`config.mk`:
```
export PLATFORM = sky130hd
export DESIGN_NAME = seg_scan_signed_disp
export DESIGN_NICKNAME = d
export VERILOG_FILES = /design/src/rtl/seg_pkg.sv /design/src/rtl/fnd_decoder.sv /design/src/rtl/seg_scan_signed_disp.sv
export SDC_FILE = /design/constraint.sdc
export NUM_CORES = 1
export LEC_CHECK = 0
export BUFFER_PORTS_ARGS = -buffer_cell sky130_fd_sc_hd__clkbuf_2
export CAP_MARGIN = 40
export CORE_MARGIN = 3
export CORE_UTILIZATION = 55
export CTS_CLUSTER_DIAMETER = 50
export DETAILED_ROUTE_END_ITERATION = 6
export PLACE_DENSITY = 0.74
export REMOVE_ABC_BUFFERS = 1
export SLEW_MARGIN = 0
export SYNTH_ARGS = -nofsm -noshare
export SYNTH_HDL_FRONTEND = slang
export SYNTH_SLANG_ARGS = --single-unit
```
`constraint.sdc`:
```
create_clock -name clk_1k -period 2.15 [get_ports clk_1k]
set_input_delay 0.3225 -clock clk_1k [delete_from_list [all_inputs] [get_ports clk_1k]]
set_output_delay 0.3225 -clock clk_1k [all_outputs]
set_load 0.1 [all_outputs]
```
`src/rtl/seg_pkg.sv`:
```
// Shared constants, FSM encoding and BCD helper for the signed 7-segment scanner.
package seg_pkg;

    localparam logic [7:0] SEG_MINUS   = 8'h02;
    localparam logic [7:0] SEG_BLANK   = 8'h00;
    // Wide enough for the largest DIGITS; users slice the low DIGITS bits.
    localparam logic [7:0] SEG_COM_OFF = 8'hFF;

    typedef enum logic [1:0] {
        ST_IDLE   = 2'd0,
        ST_ABS    = 2'd1,
        ST_CONV   = 2'd2,
        ST_COMMIT = 2'd3
    } conv_state_t;

    // Shift-add-3 correction applied to one BCD nibble before each shift.
    function automatic logic [3:0] nib_adj(input logic [3:0] n);
        return (n >= 4'd5) ? n + 4'd3 : n;
    endfunction

endpackage

```
`src/rtl/fnd_decoder.sv`:
```
// BCD digit to segment pattern {a,b,c,d,e,f,g,dp}, 1 = lit; non-decimal codes are blank.
module fnd_decoder (
    input  logic [3:0] digit,
    output logic [7:0] seg
);

    always_comb begin
        seg = 8'h00;
        case (digit)
            4'd0: seg = 8'hFC;
            4'd1: seg = 8'h60;
            4'd2: seg = 8'hDA;
            4'd3: seg = 8'hF2;
            4'd4: seg = 8'h66;
            4'd5: seg = 8'hB6;
            4'd6: seg = 8'hBE;
            4'd7: seg = 8'hE0;
            4'd8: seg = 8'hFE;
            4'd9: seg = 8'hF6;
            default: seg = 8'h00;
        endcase
    end

endmodule

```
`src/rtl/seg_scan_signed_disp.sv`:
```
// Signed value -> sequential BCD conversion -> multiplexed sign + (DIGITS-1) digit scan.
// Define SEG_SCAN_LZ_BLANK_EN to blank leading-zero digit positions.
module seg_scan_signed_disp
    import seg_pkg::*;
#(
    parameter int DIGITS = 4,
    parameter int DATA_W = 10
) (
    input  logic              clk_1k,
    input  logic              resetn,
    input  logic              load,
    input  logic [DATA_W-1:0] value,
    output logic              busy,
    output logic              ovf,
    output logic [DIGITS-1:0] seg_com,
    output logic [7:0]        seg_data
);

    localparam int BW = 4 * DIGITS;
    localparam int ND = DIGITS - 1;
    localparam int CW = $clog2(DIGITS);
    localparam int NW = $clog2(DATA_W + 1);

    conv_state_t state, state_n;

    logic [DATA_W-1:0] val_q;
    logic [DATA_W-1:0] mag;
    logic              sign_c;
    logic [BW-1:0]     bcd;
    logic [BW-1:0]     bcd_adj;
    logic              ovf_acc;
    logic [NW-1:0]     bit_cnt;

    logic              disp_sign;
    logic [4*ND-1:0]   disp_bcd;

    logic [CW-1:0]     scan_pos;
    logic [ND-1:0]     lz;
    logic              lz_run;
    logic [3:0]        sel_nib;
    logic              sel_lz;
    logic [7:0]        dec_seg;
    logic [7:0]        pat;
    logic [DIGITS-1:0] com_n;

    assign busy = (state != ST_IDLE);

    always_ff @(posedge clk_1k or negedge resetn) begin
        if (!resetn) state <= ST_IDLE;
        else         state <= state_n;
    end

    always_comb begin
        state_n = state;
        case (state)
            ST_IDLE:   if (load) state_n = ST_ABS;
            ST_ABS:    state_n = ST_CONV;
            ST_CONV:   if (bit_cnt == NW'(DATA_W - 1)) state_n = ST_COMMIT;
            ST_COMMIT: state_n = ST_IDLE;
            default:   state_n = ST_IDLE;
        endcase
    end

    always_comb begin
        bcd_adj = bcd;
        for (int i = 0; i < DIGITS; i++)
            bcd_adj[4*i +: 4] = nib_adj(bcd[4*i +: 4]);
    end

    // A carry out of the guard nibble is sticky, so wide inputs on narrow displays still flag ovf.
    always_ff @(posedge clk_1k or negedge resetn) begin
        if (!resetn) begin
            val_q     <= '0;
            mag       <= '0;
            sign_c    <= 1'b0;
            bcd       <= '0;
            ovf_acc   <= 1'b0;
            bit_cnt   <= '0;
            disp_sign <= 1'b0;
            disp_bcd  <= '0;
            ovf       <= 1'b0;
        end else begin
            case (state)
                ST_IDLE: if (load) val_q <= value;
                ST_ABS: begin
                    sign_c  <= val_q[DATA_W-1];
                    mag     <= val_q[DATA_W-1] ? -val_q : val_q;
                    bcd     <= '0;
                    ovf_acc <= 1'b0;
                    bit_cnt <= '0;
                end
                ST_CONV: begin
                    bcd     <= {bcd_adj[BW-2:0], mag[DATA_W-1]};
                    mag     <= mag << 1;
                    ovf_acc <= ovf_acc | bcd_adj[BW-1];
                    bit_cnt <= bit_cnt + NW'(1);
                end
                ST_COMMIT: begin
                    disp_sign <= sign_c;
                    disp_bcd  <= bcd[4*ND-1:0];
                    ovf       <= ovf_acc | (bcd[BW-1 -: 4] != 4'd0);
                end
                default: ;
            endcase
        end
    end

    // lz[i]: nibble i and every more significant nibble are zero; nibble 0 is never blanked.
    always_comb begin
        lz     = '0;
        lz_run = 1'b1;
`ifdef SEG_SCAN_LZ_BLANK_EN
        for (int i = ND - 1; i >= 1; i--) begin
            lz_run = lz_run & (disp_bcd[4*i +: 4] == 4'd0);
            lz[i]  = lz_run;
        end
`endif
    end

    // Position p (1..ND) shows nibble ND-p, so the most significant digit sits leftmost.
    always_comb begin
        sel_nib = 4'd0;
        sel_lz  = 1'b0;
        for (int i = 0; i < ND; i++) begin
            if (scan_pos == CW'(ND - i)) begin
                sel_nib = disp_bcd[4*i +: 4];
                sel_lz  = lz[i];
            end
        end
    end

    fnd_decoder u_dec (
        .digit (sel_nib),
        .seg   (dec_seg)
    );

    always_comb begin
        if (scan_pos == '0)  pat = disp_sign ? SEG_MINUS : SEG_BLANK;
        else if (ovf)        pat = SEG_MINUS;
        else if (sel_lz)     pat = SEG_BLANK;
        else                 pat = dec_seg;
    end

    always_comb begin
        com_n = SEG_COM_OFF[DIGITS-1:0];
        for (int p = 0; p < DIGITS; p++)
            if (scan_pos == CW'(p)) com_n[DIGITS-1-p] = 1'b0;
    end

    always_ff @(posedge clk_1k or negedge resetn) begin
        if (!resetn) begin
            scan_pos <= '0;
            seg_com  <= SEG_COM_OFF[DIGITS-1:0];
            seg_data <= SEG_BLANK;
        end else begin
            scan_pos <= (scan_pos == CW'(DIGITS - 1)) ? '0 : scan_pos + CW'(1);
            seg_com  <= com_n;
            seg_data <= pat;
        end
    end

endmodule

```
==> results of run 1 <==
[routing by layer]
layer | vias to the layer above | track usage, %
met5 | - | 0
met4 | 0 | 9.76
met3 | 16 | 3.57
met2 | 59 | 31.2
met1 | 1237 | 23.2
li1 | 1248 | -
[metrics by stage]
step                setup WS (ns)  cells  power [uW]
floorplan                 -0.0608    328        3450
global placement            0.156    438        3960
detailed placement         0.0442    438        4030
CTS                        0.0282    454        5080
global route             -0.00458    454        5410
finish                      0.117    454        5030
[power groups by stage]
| stage | Clock [uW] | Combinational, uW | Sequential, uW |
|---|---|---|---|
| final | 1030 | 2050 | 1940 |
| after global routing | 1120 | 2310 | 1990 |
| after CTS | 1060 | 2080 | 1940 |
| after detailed placement | 0 | 2070 | 1970 |
| after global placement | 0 | 2020 | 1940 |
| after floorplan | 0 | 1430 | 2010 |
[synth_stat cells, types with 3 or more instances]
library cell               number
sky130_fd_sc_hd__dfrtp_1       67
sky130_fd_sc_hd__inv_1         43
sky130_fd_sc_hd__mux2_2        29
sky130_fd_sc_hd__ha_1          26
sky130_fd_sc_hd__o21ai_0       24
sky130_fd_sc_hd__nand2_1       16
sky130_fd_sc_hd__o22ai_1       15
sky130_fd_sc_hd__a21oi_1       13
sky130_fd_sc_hd__xnor2_1       10
sky130_fd_sc_hd__clkbuf_1       8
sky130_fd_sc_hd__nand3_1        7
sky130_fd_sc_hd__nand3b_1       7
sky130_fd_sc_hd__nand2b_1       5
sky130_fd_sc_hd__nor2_1         5
sky130_fd_sc_hd__o21ai_1        5
sky130_fd_sc_hd__a31oi_1        4
sky130_fd_sc_hd__dfstp_2        4
sky130_fd_sc_hd__nor3_1         4
sky130_fd_sc_hd__xor2_1         4
sky130_fd_sc_hd__a22o_1         3
sky130_fd_sc_hd__buf_1          3
sky130_fd_sc_hd__mux2i_1        3
sky130_fd_sc_hd__nor3b_1        3
sky130_fd_sc_hd__o221ai_1       3
sky130_fd_sc_hd__o32ai_1        3
[worst max-delay path, stage by stage, from the launching register on]
cell and delay [ns]:
sky130_fd_sc_hd__dfrtp_1 0.41, sky130_fd_sc_hd__inv_1 0.09, sky130_fd_sc_hd__ha_1 0.32, sky130_fd_sc_hd__inv_1 0.12, sky130_fd_sc_hd__o2bb2ai_2 0.27, sky130_fd_sc_hd__inv_1 0.11, sky130_fd_sc_hd__ha_1 0.24, sky130_fd_sc_hd__mux2_2 0.27
sky130_fd_sc_hd__o21ai_1 0.13
[layout make-up]
class                   count  share of cell area, %
inverters                  44                   4.03
repair buffers             33                   4.82
multi-input cells         213                   40.7
flip-flops and latches     71                   43.4
clock buffers              12                   3.54
clock inverters             4                   1.10
well taps                  77                   2.35
[path summary, 6_finish.rpt]
kind                                  startpoint               endpoint  depth (start not counted)
hold reg to reg            scan_pos[0]$_DFF_PN0_  scan_pos[0]$_DFF_PN0_                          1
setup reg to reg           scan_pos[1]$_DFF_PN0_  seg_data[1]$_DFF_PN0_                          8
min in group clk_1k                     value[1]   val_q[1]$_DFFE_PN0P_                          2
setup / recovery           scan_pos[1]$_DFF_PN0_  seg_data[1]$_DFF_PN0_                          8
max in group asynchronous                 resetn   seg_com[0]$_DFF_PN1_                          2
hold / removal                            resetn  seg_data[1]$_DFF_PN0_                          2
[logic make-up after synthesis]
logic type	count (synthesis)	synth area share, %
buffers and inverters	58	6.11
adder cells (fa/ha/maj)	26	8.87
AND/OR/NAND/NOR	56	8.40
AO/OA/AOI/OAI	83	14.5
XOR/XNOR	14	3.34
flip-flops	71	48.6
multiplexers	33	10.0
other	1	0.102
[registers in the layout (all words and copies together) (netlist names)]
register / flops
bcd: 16
disp_bcd: 12
mag: 10
val_q: 10
seg_data: 7
bit_cnt: 4
seg_com: 4
scan_pos: 2
state: 2
disp_sign: 1
ovf: 1
ovf_acc: 1
sign_c: 1
[repair_timing]
item,CTS,global route
hold buffers,0,0
resized for setup,0,3
hold endpoints to repair,0,0
endpoints found under the setup margin,0,5
==> results.md, run 1 <==
- The worst endpoint data arrival time is 2.30 ns.
- Counting every instance in the synthesized netlist gives 342.
- The run finished, with violations left.
- The initial utilization of the core area, before any placement, comes to 57.1%.
- The combinational fraction of design power is between 40 and 50%.
- Of all cell types, the one taking the most synthesized area is sky130_fd_sc_hd__dfrtp_1.
- The area of placed instances is 3900 sq um.
- The placeable core region is 6420 sq um.
- The setup TNS after final layout is 0 ns.
- The die width is 87.6 um.
- The first-iteration detailed-routing DRC count is 121.
- IR analysis of the VDD net gives a maximum drop of about 0.8 mV.
- Relative to the synthesized area, the layout overhead comes to 11.9%.
- The congestion estimate from routability-driven global placement came to between 0.8 and 0.9.
- In this run switching power makes up approximately two fifths of total power.
- Internal power comes to 3060 uW.
- The register area is between 1500 and 2000 sq um.
- The mapped cell area is 3670 sq um.
- The detail route stage leaves a number of antenna-violating nets equal to 0.
- Max-cap violations in this run came to 0.
- The top cell types in the final layout, fill and taps aside, are sky130_fd_sc_hd__dfrtp_1, sky130_fd_sc_hd__inv_1, sky130_fd_sc_hd__mux2_2, sky130_fd_sc_hd__ha_1.
- The wire length of the first global-routing pass is between 10 and 15 mm.
- The detailed router placed 2560 vias in this run.
- Setup violations remaining at the end of the flow were counted as 0.
- The sort of element at the end of the critical path is a flip-flop.
- The total net switching power is 1960 uW.
- The final net count is around 400.
- The routed metal-1 wirelength is 2.83 mm.
- The clock passes through at most 2 buffers.
- Sorting the synthesized cells by area gives the leading types as sky130_fd_sc_hd__dfrtp_1, sky130_fd_sc_hd__mux2_2, sky130_fd_sc_hd__ha_1.
- The critical path data required time is around 2.4 ns.
- The most used flip-flop cell after synthesis is sky130_fd_sc_hd__dfrtp_1.
- The sequential group share of total power is 38.7%.
- The area of the die is 7680 sq um.
- The final-report hold violation count was 11.
- The share of synthesized flip-flops with an asynchronous set or reset is 100%.
- The count of H-tree levels built during CTS is 3.
- The number of cell rows is 29.
- The category of the worst setup path launch point is a flip-flop.
- The later pin in the worst-skew pair is clocked with a latency of 0.34 ns.
- Dividing the final minimum period by the clock period gives 94.5%.
- The reported leakage power is 0.00191 uW.
- The count of fill cells added during filler insertion is 528.
- The final routed wire length divided by cell count is approximately 14 um.
- The fmax is approximately 490 MHz.
- In this run the worst path has a maximum fanout of 9.
- Synthesis inferred 71 register bits.
- The global router's overall resource usage is 18.8%.
- Wire segments on met3 add up to 217 um in the final route.
- The sequential area share after synthesis is 48.6%.
- The number of synthesized flops with an enable pin is 0.
- The time the worst path needs with I/O delays and setup is 2.03 ns.
- The clock transition at the register clock pins on the worst setup and hold paths after CTS is 0.07 ns.
- The minimum setup slack among reg-to-reg paths is 0.12 ns.
- CTS placed an instance of sky130_fd_sc_hd__clkbuf_8 at the clock tree root.
- The met2 wire length is 3.22 mm.
- The area share of the leading cell type in the synthesized netlist is 45.7%.
- In this run the power density over the cells is 1230 nW/um^2.
- The warning count from the yosys run is 0.
- The HPWL reported at the end of detailed placement is around 4.5 mm.
- The most common cell after layout, fill and taps aside is sky130_fd_sc_hd__dfrtp_1.
- The clock power share is between 20% and 30%.
- The residual overflow from global routing is 0.
- The clock tree skew after final layout is ~0.0081 ns.
- The finished cells cover 4100 sq um.
- The final layout contains routed wiring with a total length of 6.42 mm.
- The final reports fail on negative hold slack.
- The worst hold-check slack is -0.00953 ns.
- After detailed routing, the number of remaining DRC violations is 0.
- After detailed routing, no signal wire sits above met4.
- The number of distinct library cells after synthesis is 47.
- The largest net degree at the start of global routing is a little over 70.
- For the pin with the worst max-slew slack, the measured transition is roughly 0.54 ns.
- The max-slew violation count is 0.
- The initial antenna violation count came to 0.
- TritonCTS built the clock tree.
- The worst hold-check path type is in -> async.
- The die is 87.6 um tall.
- The post-CTS repair timing setup buffer count is 0.
- The number of detailed-route iterations in the first pass is 4.
- After synthesis, the mean cell area works out to 10.7 sq um.
- The multi-input combinational cells in the finished layout cover a total of approximately 1700 sq um.
- In this run the count of I/O pins placed on the die edge is 27.
- The critical setup path kind is reg -> reg.
- The via density per instance is 5.64.
- The via count of the first global-routing pass came to 2551.
- Cells with a size suffix above 1 make up 22.8% of the layout.
- The clock buffer count from CTS is 9.
- During placement, the flow inserted port buffers numbering 25.
- In this run the tightest slew margin relative to its limit is 64.1%.
- The final core utilization is 63.9%.
- The clock net in this run drives a total of 71 sinks.
- The diode insertion count for antenna repair is 0.
Power figures use the tool's default switching activity.
==> run 2, diff against run 1 <==
--- a/config.mk
+++ b/config.mk
@@ -16,4 +16,5 @@
 export SLEW_MARGIN = 0
 export SYNTH_ARGS = -nofsm -noshare
 export SYNTH_HDL_FRONTEND = slang
+export SYNTH_HIERARCHICAL = 1
 export SYNTH_SLANG_ARGS = --single-unit
==> run 2 against run 1 <==
The flow still finishes with violations (negative hold slack). Core utilization up 0.75 points. Total power up 0.48%. Sequential power up 2%. Combinational power down 2%. Die area up 1.5%. Sequential share of layout area down 0.14 points. Synthesized cell count up 2.0%.
==> results.md, run 2 <==
- The largest net degree at the start of global routing is 73 (+1.4%).
- The number of synthesized flops with an enable pin is 0 (unchanged).
- The final-report hold violation count is 7 (-4).
- The slew at the pin closest to its max-slew limit is 0.541 ns (+0.000321 ns).
- The DRC violation count after routing is 0 (unchanged).
- The placeable core region was 6460 sq um (+0.56%).
- The aggregate routed wire length was 6.27 mm (-2.3%).
- The main flop type after synthesis is sky130_fd_sc_hd__dfrtp_1.
- The number of vias after detailed routing is 2517 (-1.7%).
- The remaining number of nets flagged by the antenna check after routing came to 0 (unchanged).
- The die width is 88.3 um (+0.73%).
- The max-cap check violation count is 0 (unchanged).
- Relative to the synthesized area, the layout overhead comes to 12.1%.
- The area of placed instances was 3970 sq um (+1.6%).
- The cell accounting for the most synthesized area is sky130_fd_sc_hd__dfrtp_1.
- The category of the worst setup path launch point is a flip-flop.
- The max-slew violation count is 0 (unchanged).
- The share of synthesized flip-flops with an asynchronous set or reset is 100% (unchanged).
- The number of synthesized register bits is 72 (+1.4%).
- The minimum setup slack among reg-to-reg paths was 0.23 ns (+0.11 ns).
- The clock buffer count from CTS is 9 (unchanged).
- The worst endpoint data arrival time is 2.17 ns (-0.13 ns).
- The number of cell instances on the worst register-to-register path is 10 (+2).
- The HPWL reported at the end of detailed placement was 4.45 mm (-1.7%).
- The cell family contributing the most delay on the critical path is compound AO/OA/AOI/OAI gates.
- The sequential area share after synthesis is 48.5% (-0.079 points).
- The diode insertion count for antenna repair is 0 (unchanged).
- The residual overflow from global routing is 0 (unchanged).
- The highest fanout seen on the critical path was 6 (-3).
- The final-report setup violation count was 0 (unchanged).
- The count of H-tree levels built during CTS was 3 (unchanged).
- The wire length of the first global-routing pass was 11.1 mm (-2.2%).
- Yosys instantiated no cell more often than sky130_fd_sc_hd__dfrtp_1.
- The final worst-path cycle share was 89.4% (-5.2 points).
- The number of buffers inserted by port buffering was 26 (+4.0%).
- The final net count is 420 (+2.2%).
- The final reports fail on negative hold slack.
- The clock transition at the register clock pins on the worst setup and hold paths after CTS was 0.07 ns (about the same).
- The number of detailed-route iterations in the first pass was 4 (unchanged).
- The buffer cell driving the clock tree root is sky130_fd_sc_hd__clkbuf_8.
- After synthesis, the most frequently instantiated cells are sky130_fd_sc_hd__dfrtp_1, sky130_fd_sc_hd__inv_1, sky130_fd_sc_hd__o21ai_0.
- Leaving out fill and tap cells, the most frequent cell in the layout is sky130_fd_sc_hd__dfrtp_1.
- The critical path data required time is 2.40 ns (-0.02 ns).
- The largest stage delay on the critical path was 0.41 ns (about the same).
- The average footprint of a synthesized cell is 10.7 sq um (-0.47%).
- The number of distinct library cells after synthesis came to 45 (-4.3%).
- The post-CTS repair timing setup buffer count is 0 (unchanged).
- The initial antenna violation count is 0 (unchanged).
- The die height is 88.3 um (+0.73%).
- The reported leakage power is 0.00192 uW (+0.74%).
- The first-iteration detailed-routing DRC count is 186 (+54%).
- The area of the die is 7790 sq um (+1.5%).
- The final instance area is 4170 sq um (+1.7%).
- The normalized max-slew margin is 64.1% (about the same).
- The area share of the leading cell type in the synthesized netlist is 45.7% (about the same).
- The number of flip-flops under the largest register name came to 16 (unchanged).
- The initial cell density of the core came to 57.7% (+0.57 points).
- The via count of the first global-routing pass is 2564 (+0.51%).
- STA classifies the critical path endpoint as a flip-flop.
- The fmax is 520 MHz (+5.8%).
- The slowest cell on the critical path is sky130_fd_sc_hd__dfrtp_1.
- The worst-case clock buffer depth is 2 (unchanged).
- The number of cell rows is 29 (unchanged).
- The share of final-layout standard cells stronger than drive strength 1 came to 24.6% (+1.8 points).
- The via density per instance is 5.44 (-3.6%).
- The worst supply voltage drop on vdd is 0.686 mV (-15%).
- The placer congestion estimate is 0.829 (-5.4%).
- The count of fill cells added during filler insertion is 536 (+1.5%).
- The number of sinks on the clock net is 72 (+1.4%).
- TritonCTS built the clock tree.
- The warning count from the yosys run came to 6 (+6).
- The tightest min-delay check is of the in -> async type.
- The final routed wire length divided by cell count was 13.6 um (-4.2%).
- The flow ran to the end, but the final reports show violations.
- The total buffers and inverters traversed by the critical path is 2 (-1).
- The signal on the critical path passes through inv_1 > ha_2 > nor2_2 > a22oi_1 > o21ai_1 > buf_4 > ha_1 > o22ai_1 > nor2_1 > o21ai_0.
- Setup repair after global routing left no endpoint under its margin.
- The depth of the critical timing path with buffers and inverters included is 10 (+2).
- The areal power density over the cells is 1210 nW/um^2 (-1.2%).
- The top cell types in the final layout, fill and taps aside, are sky130_fd_sc_hd__dfrtp_1, sky130_fd_sc_hd__inv_1, sky130_fd_sc_hd__o21ai_0, sky130_fd_sc_hd__mux2_2.
- The number of I/O pins is 27 (unchanged).
- The time the worst path needs with I/O delays and setup is 1.92 ns (-0.111 ns).
- The mapped cell area is 3720 sq um (+1.6%).
- The global router's overall resource usage was 18.3% (-0.46 points).
- The worst hold-check slack was -0.00681 ns (+0.00271 ns).
- The clock tree skew after final layout came to 0.00418 ns (-0.00393 ns).
- The count of hold buffers inserted by post-cts repair is 0 (unchanged).
- More flip-flops sit in one register than any other, and that register is bcd.
- The insertion delay of the later-clocked pin in the worst-skew pair came to 0.34 ns (about the same).
- The number of standard cells after synthesis is 349 (+2.0%).
- The worst setup path is of the reg -> reg kind.
- The overall power consumption was 5050 uW (+0.48%).
- The largest registers in the layout are bcd: 16 flops, disp_bcd: 12 flops.
- By area the synthesized netlist is led by sky130_fd_sc_hd__dfrtp_1, sky130_fd_sc_hd__mux2_2, sky130_fd_sc_hd__ha_1.
-- run 2: cell count changes after synthesis, moves of 5 or more --
cell	delta
sky130_fd_sc_hd__and2_1	+8
sky130_fd_sc_hd__nor2_1	+6
sky130_fd_sc_hd__o21ai_0	+11
sky130_fd_sc_hd__a21oi_1	-5
sky130_fd_sc_hd__inv_1	-5
-- run 2: per-stage QoR --
| step | utilization [%] | setup WS [ns] | hold slack, ns | setup TNS (ns) | cells |
|---|---|---|---|---|---|
| floorplan | - | -0.147 | 0.0269 | -0.754 | 333 |
| global placement | 61.4 | 0.110 | 0.378 | 0 | 447 |
| detailed placement | 61.4 | -0.00457 | 0.380 | -0.00457 | 447 |
| CTS | 64.5 | 0.0632 | 0.00721 | 0 | 463 |
| global route | 64.6 | 0.0227 | 0.0197 | 0 | 463 |
| finish | 64.6 | 0.229 | -0.00681 | 0 | 463 |
-- run 2: cell families after synthesis --
kind of cell               synth area share (%)
AOI/OAI and AO/OA                          12.9
xor gates and xnor gates                   3.53
adders and majority gates                  8.74
buffers and inverters                      6.08
DFF                                        48.5
muxes                                      9.91
other                                     0.101
and+or+nand+nor                            10.2
-- run 2: path summary, 6_finish.rpt --
path	start	endpoint
max	scan_pos[0]$_DFF_PN0_	seg_data[1]$_DFF_PN0_
min	resetn	seg_data[0]$_DFF_PN0_
max reg2reg	scan_pos[0]$_DFF_PN0_	seg_data[1]$_DFF_PN0_
min reg2reg	scan_pos[0]$_DFF_PN0_	scan_pos[0]$_DFF_PN0_
max in group asynchronous	resetn	seg_com[1]$_DFF_PN1_
min in group clk_1k	value[4]	val_q[4]$_DFFE_PN0P_
-- run 2: metal layers --
layer  track usage [%]  vias to the layer above  wire length (um)
li1                  -                     1254                 -
met1              22.1                     1203              2870
met2              31.4                       48              3060
met3              3.63                       12               211
met4              8.65                        0               138
met5                 0                        -                 0
-- run 2: final cells by class --
cell class              count  area (sq um)  area share (%)
multi-input cells         222          1700            40.7
well taps                  77          96.3            2.31
clock buffers              13           159            3.81
clock inverters             3          40.0           0.960
inverters                  39           146            3.51
repair buffers             37           225            5.40
flip-flops and latches     72          1810            43.3
-- run 2: timing repair --
action / 4_1_cts / 5_1_grt
pin swaps: 0 / 1
endpoints found under the setup margin: 2 / 7
hold endpoints to repair: 0 / 0
gates resized for setup: 1 / 4
-- run 2: power by group --
group          switching, uW  total (uW)  internal [uW]
clock network            470        1070            597
logic                   1170        2000            836
registers                293        1980           1690
